### config.mk
export PLATFORM = sky130hd
export DESIGN_NAME = mesi_isc_breq_rr_arb
export DESIGN_NICKNAME = d
export VERILOG_FILES = /design/src/rtl/mesi_isc_breq_arb_pkg.sv /design/src/rtl/mesi_isc_rr_pick.sv /design/src/rtl/mesi_isc_breq_rr_arb.sv
export SDC_FILE = /design/constraint.sdc
export NUM_CORES = 1
export LEC_CHECK = 0
export CORE_ASPECT_RATIO = 1.4
export CORE_UTILIZATION = 40
export DETAILED_ROUTE_END_ITERATION = 8
export PLACE_DENSITY_LB_ADDON = 0.25
export SLEW_MARGIN = 30
export SYNTH_ARGS = -nofsm -noshare
export SYNTH_HDL_FRONTEND = slang
export SYNTH_SLANG_ARGS = --single-unit
### constraint.sdc
create_clock -name clk -period 3.8 [get_ports clk]
set_input_delay 0.57 -clock clk [delete_from_list [all_inputs] [get_ports clk]]
set_output_delay 0.57 -clock clk [all_outputs]
set_load 0.01 [all_outputs]
### src/rtl/mesi_isc_breq_arb_pkg.sv
// rtl/mesi_isc_breq_arb_pkg.sv - shared types for the breq round-robin drain controller
package mesi_isc_breq_arb_pkg;

    typedef enum logic [1:0] {
        IDLE = 2'd0,
        RD   = 2'd1,
        CAP  = 2'd2,
        WR   = 2'd3
    } state_t;

    localparam int         BREQ_ADDR_W   = 32;
    localparam int         BREQ_TYPE_W   = 2;
    localparam logic [1:0] BREQ_TYPE_NOP = 2'd0;

    // Layout of one CPU queue head: type in the upper bits, address below.
    typedef struct packed {
        logic [BREQ_TYPE_W-1:0] typ;
        logic [BREQ_ADDR_W-1:0] addr;
    } breq_data_t;

endpackage

### src/rtl/mesi_isc_rr_pick.sv
// rtl/mesi_isc_rr_pick.sv - 4-way rotating priority encoder
// The requester just after last_i has highest priority; last_i itself is lowest.
module mesi_isc_rr_pick
    import mesi_isc_breq_arb_pkg::*;
(
    input  logic [3:0] req_i,
    input  logic [1:0] last_i,
    output logic       gnt_vld_o,
    output logic [1:0] gnt_id_o
);

    logic [1:0] idx;

    // Scan from farthest to nearest so the nearest requester overwrites the rest.
    always_comb begin
        gnt_vld_o = 1'b0;
        gnt_id_o  = 2'd0;
        idx       = 2'd0;
        for (int k = 4; k >= 1; k--) begin
            idx = last_i + 2'(k);
            if (req_i[idx]) begin
                gnt_vld_o = 1'b1;
                gnt_id_o  = idx;
            end
        end
    end

endmodule

### src/rtl/mesi_isc_breq_rr_arb.sv
// rtl/mesi_isc_breq_rr_arb.sv - round-robin drain of four CPU breq queues into the broadcast FIFO
// Each transaction is IDLE(grant) -> RD(pop) -> CAP(sample head) -> WR(push), all outputs registered.
module mesi_isc_breq_rr_arb
    import mesi_isc_breq_arb_pkg::*;
#(
    parameter int ADDR_WIDTH       = 32,
    parameter int BROAD_TYPE_WIDTH = 2,
    parameter int BROAD_ID_WIDTH   = 7
) (
    input  logic                                      clk,
    input  logic                                      rst,
    input  logic                                      en_i,
    input  logic [3:0]                                fifo_empty_array_i,
    input  logic [4*(ADDR_WIDTH+BROAD_TYPE_WIDTH)-1:0] fifo_data_array_i,
    input  logic                                      broad_fifo_full_i,
    output logic [3:0]                                fifo_rd_array_o,
    output logic                                      broad_fifo_wr_o,
    output logic [ADDR_WIDTH-1:0]                     broad_addr_o,
    output logic [BROAD_TYPE_WIDTH-1:0]               broad_type_o,
    output logic [1:0]                                broad_cpu_id_o,
    output logic [BROAD_ID_WIDTH-1:0]                 broad_id_o,
    output logic                                      drop_o
);

    localparam int DW = ADDR_WIDTH + BROAD_TYPE_WIDTH;

    state_t                      state_q, state_d;
    logic [1:0]                  last_q, last_d;
    logic [BROAD_ID_WIDTH-1:0]   cnt_q, cnt_d;
    logic [3:0]                  rd_q, rd_d;
    logic                        wr_q, wr_d;
    logic                        drop_q, drop_d;
    logic [ADDR_WIDTH-1:0]       addr_q, addr_d;
    logic [BROAD_TYPE_WIDTH-1:0] type_q, type_d;
    logic [1:0]                  cpu_q, cpu_d;
    logic [BROAD_ID_WIDTH-1:0]   id_q, id_d;

    logic                        gnt_vld;
    logic [1:0]                  gnt_id;
    logic [DW-1:0]               head;

    mesi_isc_rr_pick u_pick (
        .req_i     (~fifo_empty_array_i),
        .last_i    (last_q),
        .gnt_vld_o (gnt_vld),
        .gnt_id_o  (gnt_id)
    );

    // last_q holds the granted CPU for the whole transaction, so it selects the head slice.
    assign head = fifo_data_array_i[int'(last_q)*DW +: DW];

    always_comb begin
        state_d = state_q;
        last_d  = last_q;
        cnt_d   = cnt_q;
        rd_d    = 4'b0000;
        wr_d    = 1'b0;
        drop_d  = 1'b0;
        addr_d  = addr_q;
        type_d  = type_q;
        cpu_d   = cpu_q;
        id_d    = id_q;
        case (state_q)
            IDLE: begin
                if (en_i && !broad_fifo_full_i && gnt_vld) begin
                    last_d  = gnt_id;
                    rd_d    = 4'b0001 << gnt_id;
                    state_d = RD;
                end
            end
            RD: begin
                state_d = CAP;
            end
            CAP: begin
                if (head[DW-1:ADDR_WIDTH] != BROAD_TYPE_WIDTH'(BREQ_TYPE_NOP)) begin
                    addr_d  = head[ADDR_WIDTH-1:0];
                    type_d  = head[DW-1:ADDR_WIDTH];
                    cpu_d   = last_q;
                    id_d    = cnt_q;
                    wr_d    = 1'b1;
                    state_d = WR;
                end else begin
                    drop_d  = 1'b1;
                    state_d = IDLE;
                end
            end
            WR: begin
                cnt_d   = cnt_q + BROAD_ID_WIDTH'(1);
                state_d = IDLE;
            end
            default: state_d = IDLE;
        endcase
    end

    always_ff @(posedge clk or posedge rst) begin
        if (rst) begin
            state_q <= IDLE;
            last_q  <= 2'd3;
            cnt_q   <= '0;
            rd_q    <= 4'b0000;
            wr_q    <= 1'b0;
            drop_q  <= 1'b0;
            addr_q  <= '0;
            type_q  <= '0;
            cpu_q   <= 2'd0;
            id_q    <= '0;
        end else begin
            state_q <= state_d;
            last_q  <= last_d;
            cnt_q   <= cnt_d;
            rd_q    <= rd_d;
            wr_q    <= wr_d;
            drop_q  <= drop_d;
            addr_q  <= addr_d;
            type_q  <= type_d;
            cpu_q   <= cpu_d;
            id_q    <= id_d;
        end
    end

    assign fifo_rd_array_o = rd_q;
    assign broad_fifo_wr_o = wr_q;
    assign drop_o          = drop_q;
    assign broad_addr_o    = addr_q;
    assign broad_type_o    = type_q;
    assign broad_cpu_id_o  = cpu_q;
    assign broad_id_o      = id_q;

endmodule

### After elaboration in Yosys (flattened, before gate mapping)

Cells that the tools add are included.

| operators by class | value |
|---|---|
| mux-type cells | 25 |
| order comparisons | 4 |
| reductions and logical operators | 7 |
| shift-type cells | 2 |
| $mul | 1 |
| add/sub/neg operators | 4 |
| equal/unequal tests | 4 |
| bitwise operators | 1 |

Operators by type and width:

| cell | number |
|---|---|
| variable part select 136 x 9 -> 34 bit | 1 |
| < comparator 2 x 3 -> 1 bit (second input constant) | 4 |
| 2-to-1 mux 1 bit | 12 |
| 2-to-1 mux 2 bit | 6 |
| binary-select mux 1 bit (select 2 bit) | 4 |
| 2-to-1 mux 4 bit | 2 |
| one-hot mux 2 bit (4 select lines) | 1 |
| adder 7 x 1 -> 7 bit (second input constant) | 1 |
| multiplier 2 x 5 -> 7 bit (second input constant) | 1 |
| adder 2 bit (second input constant) | 2 |
| equality test 2 bit (second input constant) | 2 |
| NOT 4 bit | 1 |
| AND reduction 2 bit | 2 |
| left shift 1 x 2 -> 4 bit (first input constant) | 1 |
| adder 2 x 1 -> 2 bit (second input constant) | 1 |
| equality test 2 x 1 -> 1 bit (second input constant) | 1 |
| logical AND 1 bit | 2 |
| logical NOT 2 bit | 1 |
| inequality test 2 bit (second input constant) | 1 |
| nonzero test 2 bit | 1 |
| logical NOT 1 bit | 1 |

| word-level totals | value |
|---|---|
| word-level logic and storage cells | 58 |
| output and inout bits | 49 |
| bits of input ports | 144 |
| flip-flop bits (word level) | 60 |

### Depth between registers and ports, before layout

Gate-level depths: netlist of run 1.

| logic depth | value |
|---|---|
| depth after elaboration | 10 |
| mapped depth | 5 |
| gate-level depth less buffers | 5 |

### Cells and area by module

A second synthesis of run 1 with hierarchy kept.

| second synthesis, totals | value |
|---|---|
| cell total of the unflattened synthesis | 203 |
| area, all modules | 3178.0 um^2 |

Modules (own cells, without submodules):

| module | sequential area each (um^2) | cells an instance | area an instance (um^2) | instances |
|---|---|---|---|---|
| mesi_isc_breq_rr_arb | 1503.9 | 189 | 3086.7 | 1 |
| mesi_isc_rr_pick | 0.0 | 14 | 91.3 | 1 |

### Worst setup path before layout of run 1

OpenSTA, ideal clock, no wires.

| timing path | value |
|---|---|
| path kind | register to register |
| start | register last_q[0] |
| end | register addr_q[0] (netlist: broad_addr_o[0]) |
| data required time | 3673 ps |
| buffers on the path | 2 |
| clock period less this slack | 2027 ps |
| arrival | 1900 ps |
| slack | 1773 ps |
| stages on the path, launching flop included | 5 |
| library setup time | 127 ps |
| path through | dfstp_2 -> buf_2 -> buf_2 -> mux4_2 -> mux2_1 |

| between the ends | value |
|---|---|
| cells in the longest elaborated chain, start to end | 4 |

Ends and longest elaborated chain:

| element | RTL line | source |
|---|---|---|
| start, declared | mesi_isc_breq_rr_arb.sv:28 | `logic [1:0] last_q, last_d;` |
| start signal, assigned | mesi_isc_breq_rr_arb.sv:109 | `last_q <= last_d;` |
| multiplier 2 x 5 -> 7 bit (*) | mesi_isc_breq_rr_arb.sv:50 | `assign head = fifo_data_array_i[int'(last_q)*DW +: DW];` |
| variable part select 136 x 9 -> 34 bit (*) | mesi_isc_breq_rr_arb.sv:50 |  |
| nonzero test 2 bit | mesi_isc_breq_rr_arb.sv:75 | `if (head[DW-1:ADDR_WIDTH] != BROAD_TYPE_WIDTH'(BREQ_TYPE_NOP)) begin` |
| AND reduction 2 bit (no line) | - |  |
| end signal, assigned | mesi_isc_breq_rr_arb.sv:114 | `addr_q <= addr_d;` |
| end, declared | mesi_isc_breq_rr_arb.sv:33 | `logic [ADDR_WIDTH-1:0] addr_q, addr_d;` |

Mark *: on every way between the ends. The rest lies on a longest branch, timed or not.
A chain may end at the register's enable or synchronous reset.

### Final worst setup path of run 1

| timing path | value |
|---|---|
| start | register last_q[0] |
| end | register addr_q[11] (netlist: broad_addr_o[11]) |

Same word-level chain as after synthesis.

==> flow_summary_export.csv, run 1 <==
group,metric,value,unit
clocking,cts_root_buffer,"clkbuf_8",
synth,yosysTopAreaCell,"dfrtp_1",
clocking,clockBufferDepth,2,
synth,synth_flop_cell,"dfrtp_1",
timing,tns,0,ns
hold_path,hold_depth,1,
worst_setup_path,worstPathArrival,2.99,ns
worst_setup_path,worstPathRequired,4.01,ns
timing,hold_violations,0,
timing,slew_headroom,0.590,
synth,yosysWarnings,0,
worst_setup_path,crit_path_end_kind,"flip-flop",
placed_design,portBuffers,192,
synth,synthArstFlopShare,1.00,
timing,finalWorstPathRequiredPeriod,2.77,ns
clocking,tritoncts,"built",
timing,clock_skew,0.00634,ns
outcome,status,"finished clean",
layout,antenna_cells,0,
die,die_y,107,um
power_and_ir_drop,vdd_drop_max,374,uV
route,drc,0,
route,postRouteAntennaNets,0,
worst_setup_path,r2r_setup_slack,1.03,ns
timing,tightest_slew,0.615,ns
synth,seq_area_frac_synth,0.479,
hold_path,min_path_type,"reg -> reg",
die,die_w,76.9,um
flow_run,drv_cap,0,
timing,setup_ws,1.03,ns
synth,synthMostInstantiatedCell,"dfrtp_1",
die,core_region_area,0.00745,mm2
grt,grt_usage,0.222,
timing,rsz0062_at_grt,"false",
route,vias,2553,
clocking,cts-hold-fix-buffers,0,
synth,synth_top_area_frac,0.462,
hold_path,hold_path_end,"cnt_q[6]",
route,dr.first_iter.drc_count,98,
worst_setup_path,cp_max_fo,44,
die,start_util,0.421,
die,die_area,0.00821,mm2
route,routed_wl,8.40,mm
layout,drive_gt1_frac,0.165,
worst_setup_path,crit_type,"reg -> reg",
synth,synth.net_count,346,
hold_path,min_from,"cnt_q[6]",
layout,area_growth,69.3,%
clocking,insertion_delay,0.33,ns
timing,max_freq,361,MHz
worst_setup_path,worstReg2RegEnd,"broad_addr_o[11]",
synth,synth_edf_count,0,
route,detail_route.first_pass.iterations,4,
clocking,path_clk_slew,0.06,ns
grt,overflow,0,
die,num_io_pins,193,
placed_design,place.gp.congestion,0.784,
grt,antenna_found_initial,0,
timing,fin_crit_sh,0.730,
clocking,h-tree-depth,3,
die,num_rows,37,
synth,ys_seq_elements,60,
grt,grt_pass1_wl,13.8,mm
synth,synth_area_leaders,"dfrtp_1, mux4_2, mux2_1, mux2_2, dfstp_2",
power_and_ir_drop,power_density,652,mW/mm2
placed_design,hpwl,6.46,mm
layout,fin_nets,540,
route,routedWlPerCell,16.9,um
timing,finalSetupViolCount,0,
clocking,cts_setup_buffers,0,
synth,avgSynthCellArea,15.6,um2
clocking,cts_buffers,9,
clocking,clock-sinks,60,
route,drt-vias-per-instance,5.15,
power_and_ir_drop,p_leak,2.13,nW
synth,syn_inst,201,
grt,grt_max_degree,52,
synth,synth_area,0.00314,mm2
synth,synth_commonest_cells,"dfrtp_1, mux2_1, mux4_2",
placed_design,dp_slack,0.959,ns
timing,maxSlewViolCount,0,
worst_setup_path,r2r_cells,4,
worst_setup_path,crit_start,"last_q[0]",
grt,grt_pass1_vias,2848,
clocking,cts_resized,0,
layout,fillers,535,
worst_setup_path,cp-start-kind,"flip-flop",
synth,yosys.cell_types.count,28,
worst_setup_path,reg2reg_from,"last_q[0]",
critical path: stages (launching register included):
cell	delay [ns]
dfstp_2	0.92
mux4_2	0.59
or2_4	0.28
nand2_4	0.45
mux2_2	0.40
cell type report:
| class | count | area, um2 | area share |
|---|---|---|---|
| clock buffer | 10 | 138 | 0.0259 |
| clock inverter | 5 | 52.6 | 0.00988 |
| inverter | 5 | 21.3 | 0.00400 |
| multi-input combinational | 124 | 1540 | 0.289 |
| sequential | 60 | 1500 | 0.283 |
| tap | 97 | 121 | 0.0228 |
| timing repair buffer | 195 | 1940 | 0.366 |
power by group:
group / leakage, nW / total [mW] / internal (mW) / switching, mW
clock network: 0.0979 / 0.555 / 0.313 / 0.241
logic: 1.30 / 1.75 / 1.11 / 0.639
registers: 0.735 / 1.17 / 0.929 / 0.239
layout by cell type, fill, tap and decap left out:
master and count:
clkdlybuf4s50_1 192, dfrtp_1 58, mux2_1 37, mux4_2 34
nand2_1 14, clkbuf_8 10, mux2_2 6, xnor2_1 5
nor2b_1 4, inv_1 4, nand3_1 4, nor2_1 4
or2_2 3, clkinv_2 3, buf_4 3, dfstp_2 2
or2_4 1, nand2_4 1, nor4b_1 1, nand4_1 1
a2bb2oi_1 1, nor3_1 1, a221oi_1 1, o21ai_0 1
a211o_1 1, o221ai_1 1, a32o_1 1, inv_4 1
xor2_1 1, ha_1 1, clkinvlp_4 1, bufinv_16 1
worst max-delay path by stage:
| stage | slack [ns] | endpoint | cells after the start |
|---|---|---|---|
| after floorplan | 1.75 | broad_addr_o[0] | 1 |
| after global placement | 1.00 | broad_addr_o[9] | 4 |
| final | 1.03 | broad_addr_o[11] | 4 |
| after CTS | 0.95 | broad_addr_o[10] | 4 |
| after global routing | 0.83 | broad_addr_o[11] | 4 |
| after detailed placement | 0.96 | broad_addr_o[10] | 4 |
sequential cells by signal, indices dropped and copies added (netlist names):
register / count
fifo_rd_array_o: 4
broad_fifo_wr_o: 1
drop_o: 1
cnt_q: 7
broad_cpu_id_o: 2
state_q: 2
broad_id_o: 7
broad_addr_o: 32
broad_type_o: 2
last_q: 2
cells by family after synthesis:
family | share of synthesized area
flops | 0.479
simple gates | 0.0546
fa+ha+maj | 0.00398
compound gates | 0.0159
buf+inv | 0.0319
mux | 0.398
xor+xnor | 0.0167
per-stage QoR:
step,cells,power [mW],hold slack [ns],utilization,cell area [um2]
6_report,496,3.47,0.462,0.713,5320
4_1_cts,496,3.52,0.471,0.713,5320
2_1_floorplan,201,2.17,0.439,-,3140
3_3_place_gp,481,2.90,0.455,0.688,5120
3_5_place_dp,481,2.96,0.459,0.688,5130
5_1_grt,496,3.69,0.478,0.713,5320
layer usage:
layer,vias up,wire (um),global-route usage
li1,1151,-,-
met1,1270,2920,0.242
met2,118,4670,0.416
met3,14,643,0.0391
met4,0,168,0.0975
met5,-,0,0
(Power assumes the default switching activity.)
==> inputs of run 2 (changes only) <==
--- a/config.mk
+++ b/config.mk
@@ -6,7 +6,7 @@
 export NUM_CORES = 1
 export LEC_CHECK = 0
 export CORE_ASPECT_RATIO = 1.4
-export CORE_UTILIZATION = 40
+export CORE_UTILIZATION = 37
 export DETAILED_ROUTE_END_ITERATION = 8
 export PLACE_DENSITY_LB_ADDON = 0.25
 export SLEW_MARGIN = 30
==> constraint.sdc (replaced) <==
create_clock -name clk -period 2.6 [get_ports clk]
set_input_delay 0.39 -clock clk [delete_from_list [all_inputs] [get_ports clk]]
set_output_delay 0.39 -clock clk [all_outputs]
set_load 0.01 [all_outputs]
==> run 2 against run 1 <==
Effect of this change:
- clock skew shrank 0.0015 ns
- critical path depth grew 1
- first-iteration DRC count shrank 17%
- total power grew 59%
- cell area grew 3.2%
- sequential power grew 40%
- via count grew 0.12%
- setup slack lost 0.71 ns
- die area grew 7.9%
- clock power grew 110%
- worst hold slack lost 0.00069 ns
==> flow_summary_export.csv, run 2 (synthesis results as in run 1) <==
group,metric,value,unit
outcome,status,"finished clean",
timing,clock_skew,0.00482,ns
layout,postLayoutCellArea,0.00549,mm2
clocking,clockBufferDepth,2,
placed_design,hpwl,6.59,mm
layout,final_cell_mix,"clkdlybuf4s50_1, dfrtp_1, mux2_1, mux4_2, nand2_1",
layout,area_growth,74.8,%
clocking,cts_root_buffer,"clkbuf_16",
timing,rsz0062_at_grt,"false",
die,die_y,111,um
clocking,clock-sinks,60,
layout,antenna_cells,0,
die,start_util,0.383,
layout,fillers,650,
route,vias,2556,
timing,maxSlewViolCount,0,
layout,stdcell_count,504,
clocking,tritoncts,"built",
worst_setup_path,crit_start,"last_q[0]",
worst_setup_path,worstPathArrival,2.49,ns
route,dr.first_iter.drc_count,81,
power_and_ir_drop,power_density,1000,mW/mm2
route,routedWlPerCell,17.1,um
worst_setup_path,cp_max_fo,23,
route,drc,0,
layout,final_common_cell,"clkdlybuf4s50_1",
clocking,path_clk_slew,0.05,ns
route,detail_route.first_pass.iterations,5,
worst_setup_path,r2r_setup_slack,0.31,ns
die,num_rows,39,
hold_path,min_path_type,"in -> async",
layout,utilization,0.670,
timing,tightest_slew,0.583,ns
grt,grt_pass1_vias,2878,
clocking,cts_resized,0,
placed_design,placed_area,0.00520,mm2
worst_setup_path,reg2reg_from,"last_q[0]",
grt,grt_pass1_wl,13.9,mm
clocking,cts_setup_buffers,0,
die,num_io_pins,193,
grt,antenna_found_initial,0,
layout,largest_register_ff_count,32,
timing,finalSetupViolCount,0,
route,postRouteAntennaNets,0,
die,core_region_area,0.00820,mm2
placed_design,dp_cells,488,
worst_setup_path,crit_path_end_kind,"flip-flop",
timing,fin_crit_sh,0.879,
grt,grt_max_degree,61,
clocking,insertion_delay,0.32,ns
placed_design,place.gp.congestion,0.668,
worst_setup_path,worstPathRequired,2.80,ns
clocking,cts_buffers,9,
timing,hold_violations,0,
flow_run,drv_cap,0,
placed_design,portBuffers,192,
worst_setup_path,cp-start-kind,"flip-flop",
route,drt-vias-per-instance,5.07,
timing,finalWorstPathRequiredPeriod,2.29,ns
timing,tns,0,ns
die,die_area,0.00887,mm2
layout,drive_gt1_frac,0.172,
power_and_ir_drop,p_leak,2.20,nW
power_and_ir_drop,power.total,5.50,mW
grt,grt_usage,0.210,
route,routed_wl,8.61,mm
power_and_ir_drop,vdd_drop_max,578,uV
timing,slew_headroom,0.606,
die,die_w,79.9,um
worst_setup_path,crit_type,"reg -> reg",
clocking,cts-hold-fix-buffers,0,
layout,fin_nets,542,
clocking,h-tree-depth,3,
grt,overflow,0,
timing,max_freq,437,MHz
run 2: changes by cell type in the layout (fill, tap and decap cells not counted), sizes merged:
| cell | previous run | this run |
|---|---|---|
| buf | 3 | 5 |
| clkinvlp | 1 | 3 |
| clkbuf | 10 | 9 |
run 2: layout make-up:
cell class,instances,area (um2),share of cell area
clock buffers,9,225,0.0410
inverters,5,18.8,0.00342
clock inverters,7,67.6,0.0123
repair buffers,197,2010,0.366
multi-input cells,124,1540,0.280
flip-flops and latches,60,1500,0.274
well taps,102,128,0.0233
run 2: where the power goes:
| part | total (mW) | internal (mW) | leakage [nW] | switching (mW) |
|---|---|---|---|---|
| registers | 1.64 | 1.36 | 0.735 | 0.283 |
| logic | 2.72 | 1.70 | 1.33 | 1.02 |
| clock network | 1.14 | 0.734 | 0.137 | 0.407 |
run 2: critical path, cell delays in order, from the launching register on:
cell	delay (ns)
dfstp_2	0.70
mux4_2	0.57
or2_4	0.28
nand2_4	0.09
buf_12	0.18
mux2_1	0.34
run 2: through the flow:
| step | hold slack, ns | worst slack (ns) |
|---|---|---|
| finish | 0.461 | 0.314 |
| global route | 0.487 | 0.223 |
| CTS | 0.469 | 0.284 |
| detailed placement | 0.457 | 0.264 |
| global placement | 0.457 | 0.291 |
| floorplan | 0.439 | 0.573 |
run 2: worst paths after layout:
| check | to | depth (start not counted) |
|---|---|---|
| max | broad_id_o[5] | 5 |
| min | broad_fifo_wr_o | 3 |
| max reg2reg | broad_id_o[5] | 5 |
| min reg2reg | cnt_q[6] | 1 |
| max in group asynchronous | last_q[1] | 3 |
| min in group clk | cnt_q[6] | 1 |
run 2: per-layer routing:
layer,GRT usage,routed length [um]
met2,0.377,4610
met1,0.220,3030
met4,0.111,254
met5,0,0
met3,0.0477,716
==> inputs of run 3 (changes only) <==
--- a/config.mk
+++ b/config.mk
@@ -6,6 +6,7 @@
 export NUM_CORES = 1
 export LEC_CHECK = 0
 export CORE_ASPECT_RATIO = 1.4
+export CORE_MARGIN = 2
 export CORE_UTILIZATION = 37
 export DETAILED_ROUTE_END_ITERATION = 8
 export PLACE_DENSITY_LB_ADDON = 0.25
==> run 3 against run 2 <==
Effect of this change:
- highest routed layer unchanged
- cell count shrank 0.20%
- flip-flop and latch count is the same
- sequential power is essentially flat
- global-route usage shrank 1.6 points
- largest power group unchanged
==> flow_summary_export.csv, run 3 (synthesis results as in run 1) <==
group,metric,value,unit
layout,area_growth,74.7,%
layout,fillers,640,
placed_design,place.gp.congestion,0.746,
timing,finalSetupViolCount,0,
worst_setup_path,max_stage_delay,0.67,ns
worst_setup_path,worstPathArrival,2.45,ns
die,start_util,0.383,
placed_design,portBuffers,192,
worst_setup_path,cp-start-kind,"flip-flop",
layout,seq_area,0.00150,mm2
grt,grt_pass1_wl,13.4,mm
timing,finalWorstPathRequiredPeriod,2.25,ns
timing,fin_crit_sh,0.865,
timing,tns,0,ns
layout,final_cell_mix,"clkdlybuf4s50_1, dfrtp_1, mux2_1, mux4_2, nand2_1",
timing,slew_headroom,0.521,
route,routedWlPerCell,16.9,um
timing,max_freq,444,MHz
power_and_ir_drop,power_density,999,mW/mm2
worst_setup_path,critical_path.cell_chain,"mux4_2 > or2_4 > nand2_4 > buf_12 > mux2_2",
worst_setup_path,worstPathRequired,2.80,ns
power_and_ir_drop,power.total,5.48,mW
worst_setup_path,cp-endpoint,"broad_addr_o[8]",
worst_setup_path,crit_path_end_kind,"flip-flop",
die,die_area,0.00925,mm2
placed_design,hpwl,6.71,mm
grt,grt_pass1_vias,2794,
clocking,cts-hold-fix-buffers,0,
route,drt-vias-per-instance,5.03,
layout,antenna_cells,0,
timing,clock_skew,0.00852,ns
clocking,tritoncts,"built",
die,num_io_pins,193,
route,routed_wl,8.49,mm
route,dr.first_iter.drc_count,72,
route,vias,2529,
worst_setup_path,crit_start,"last_q[0]",
die,die_y,113,um
route,detail_route.first_pass.iterations,4,
layout,drive_gt1_frac,0.170,
clocking,h-tree-depth,3,
layout,final_common_cell,"clkdlybuf4s50_1",
grt,antenna_found_initial,0,
power_and_ir_drop,vdd_drop_max,577,uV
grt,grt_max_degree,36,
clocking,cts_buffers,9,
clocking,cts_setup_buffers,0,
layout,fin_nets,542,
clocking,insertion_delay,0.32,ns
clocking,cts_resized,0,
die,core_region_area,0.00820,mm2
worst_setup_path,r2r_cells,5,
layout,largest_register_ff_count,32,
power_and_ir_drop,p_leak,2.21,nW
die,die_w,81.9,um
layout,multiInputGateArea,0.00154,mm2
route,drc,0,
timing,tightest_slew,0.718,ns
clocking,cts_root_buffer,"clkbuf_16",
grt,overflow,0,
worst_setup_path,worstReg2RegEnd,"broad_addr_o[8]",
route,postRouteAntennaNets,0,
worst_setup_path,reg2reg_from,"last_q[0]",
hold_path,min_path_type,"reg -> reg",
clocking,clock-sinks,60,
worst_setup_path,crit_type,"reg -> reg",
outcome,status,"finished clean",
grt,grt_usage,0.194,
worst_setup_path,r2r_setup_slack,0.35,ns
timing,rsz0062_at_grt,"false",
clocking,path_clk_slew,0.05,ns
worst_setup_path,cp_max_fo,23,
die,num_rows,39,
clocking,clockBufferDepth,2,
timing,hold_violations,0,
flow_run,drv_cap,0,
timing,maxSlewViolCount,0,
worst_setup_path,cpMaxStageDelayCell,"dfstp_2",
-- run 3: final cells by class --
type                    count  share of cell area
repair buffers            197               0.366
multi-input cells         124               0.280
flip-flops and latches     60               0.274
clock buffers              10              0.0435
well taps                 102              0.0233
clock inverters             5             0.00958
inverters                   5             0.00342
-- run 3: critical path, delay by kind of cell, from the launching register on --
family | cells | cell delay, ns
and+or+nand+nor | 2 | 0.36
DFF | 1 | 0.67
buffers and inverters | 1 | 0.17
muxes | 2 | 0.91
-- run 3: metrics by stage --
step	instances	hold slack (ns)	utilization	setup WS (ns)	area (um2)
2_1_floorplan	201	0.439	-	0.573	3140
3_3_place_gp	488	0.454	0.634	0.288	5200
3_5_place_dp	488	0.463	0.634	0.262	5200
4_1_cts	503	0.471	0.669	0.340	5490
5_1_grt	503	0.486	0.669	0.279	5490
6_report	503	0.471	0.669	0.350	5490
-- run 3: per-layer routing --
| layer | GRT usage | share of wire | vias to the layer above |
|---|---|---|---|
| li1 | - | - | 1156 |
| met1 | 0.207 | 0.35 | 1247 |
| met2 | 0.346 | 0.55 | 110 |
| met3 | 0.0502 | 0.078 | 16 |
| met4 | 0.0889 | 0.028 | 0 |
| met5 | 0 | 0 | - |
-- run 3: worst min path at each step --
| stage | from | end | slack (ns) | cells past startpoint |
|---|---|---|---|---|
| floorplan | cnt_q[6] | cnt_q[6] | 0.44 | 1 |
| global placement | cnt_q[6] | cnt_q[6] | 0.45 | 1 |
| detailed placement | cnt_q[6] | cnt_q[6] | 0.46 | 1 |
| CTS | cnt_q[6] | cnt_q[6] | 0.47 | 1 |
| global route | cnt_q[6] | cnt_q[6] | 0.49 | 1 |
| finish | cnt_q[6] | cnt_q[6] | 0.47 | 1 |
-- run 3: power by group --
part           total (mW)  switching (mW)  leakage [nW]  internal [mW]
clock                1.15           0.398         0.144          0.756
sequential           1.61           0.256         0.735           1.36
combinational        2.71            1.02          1.33           1.70
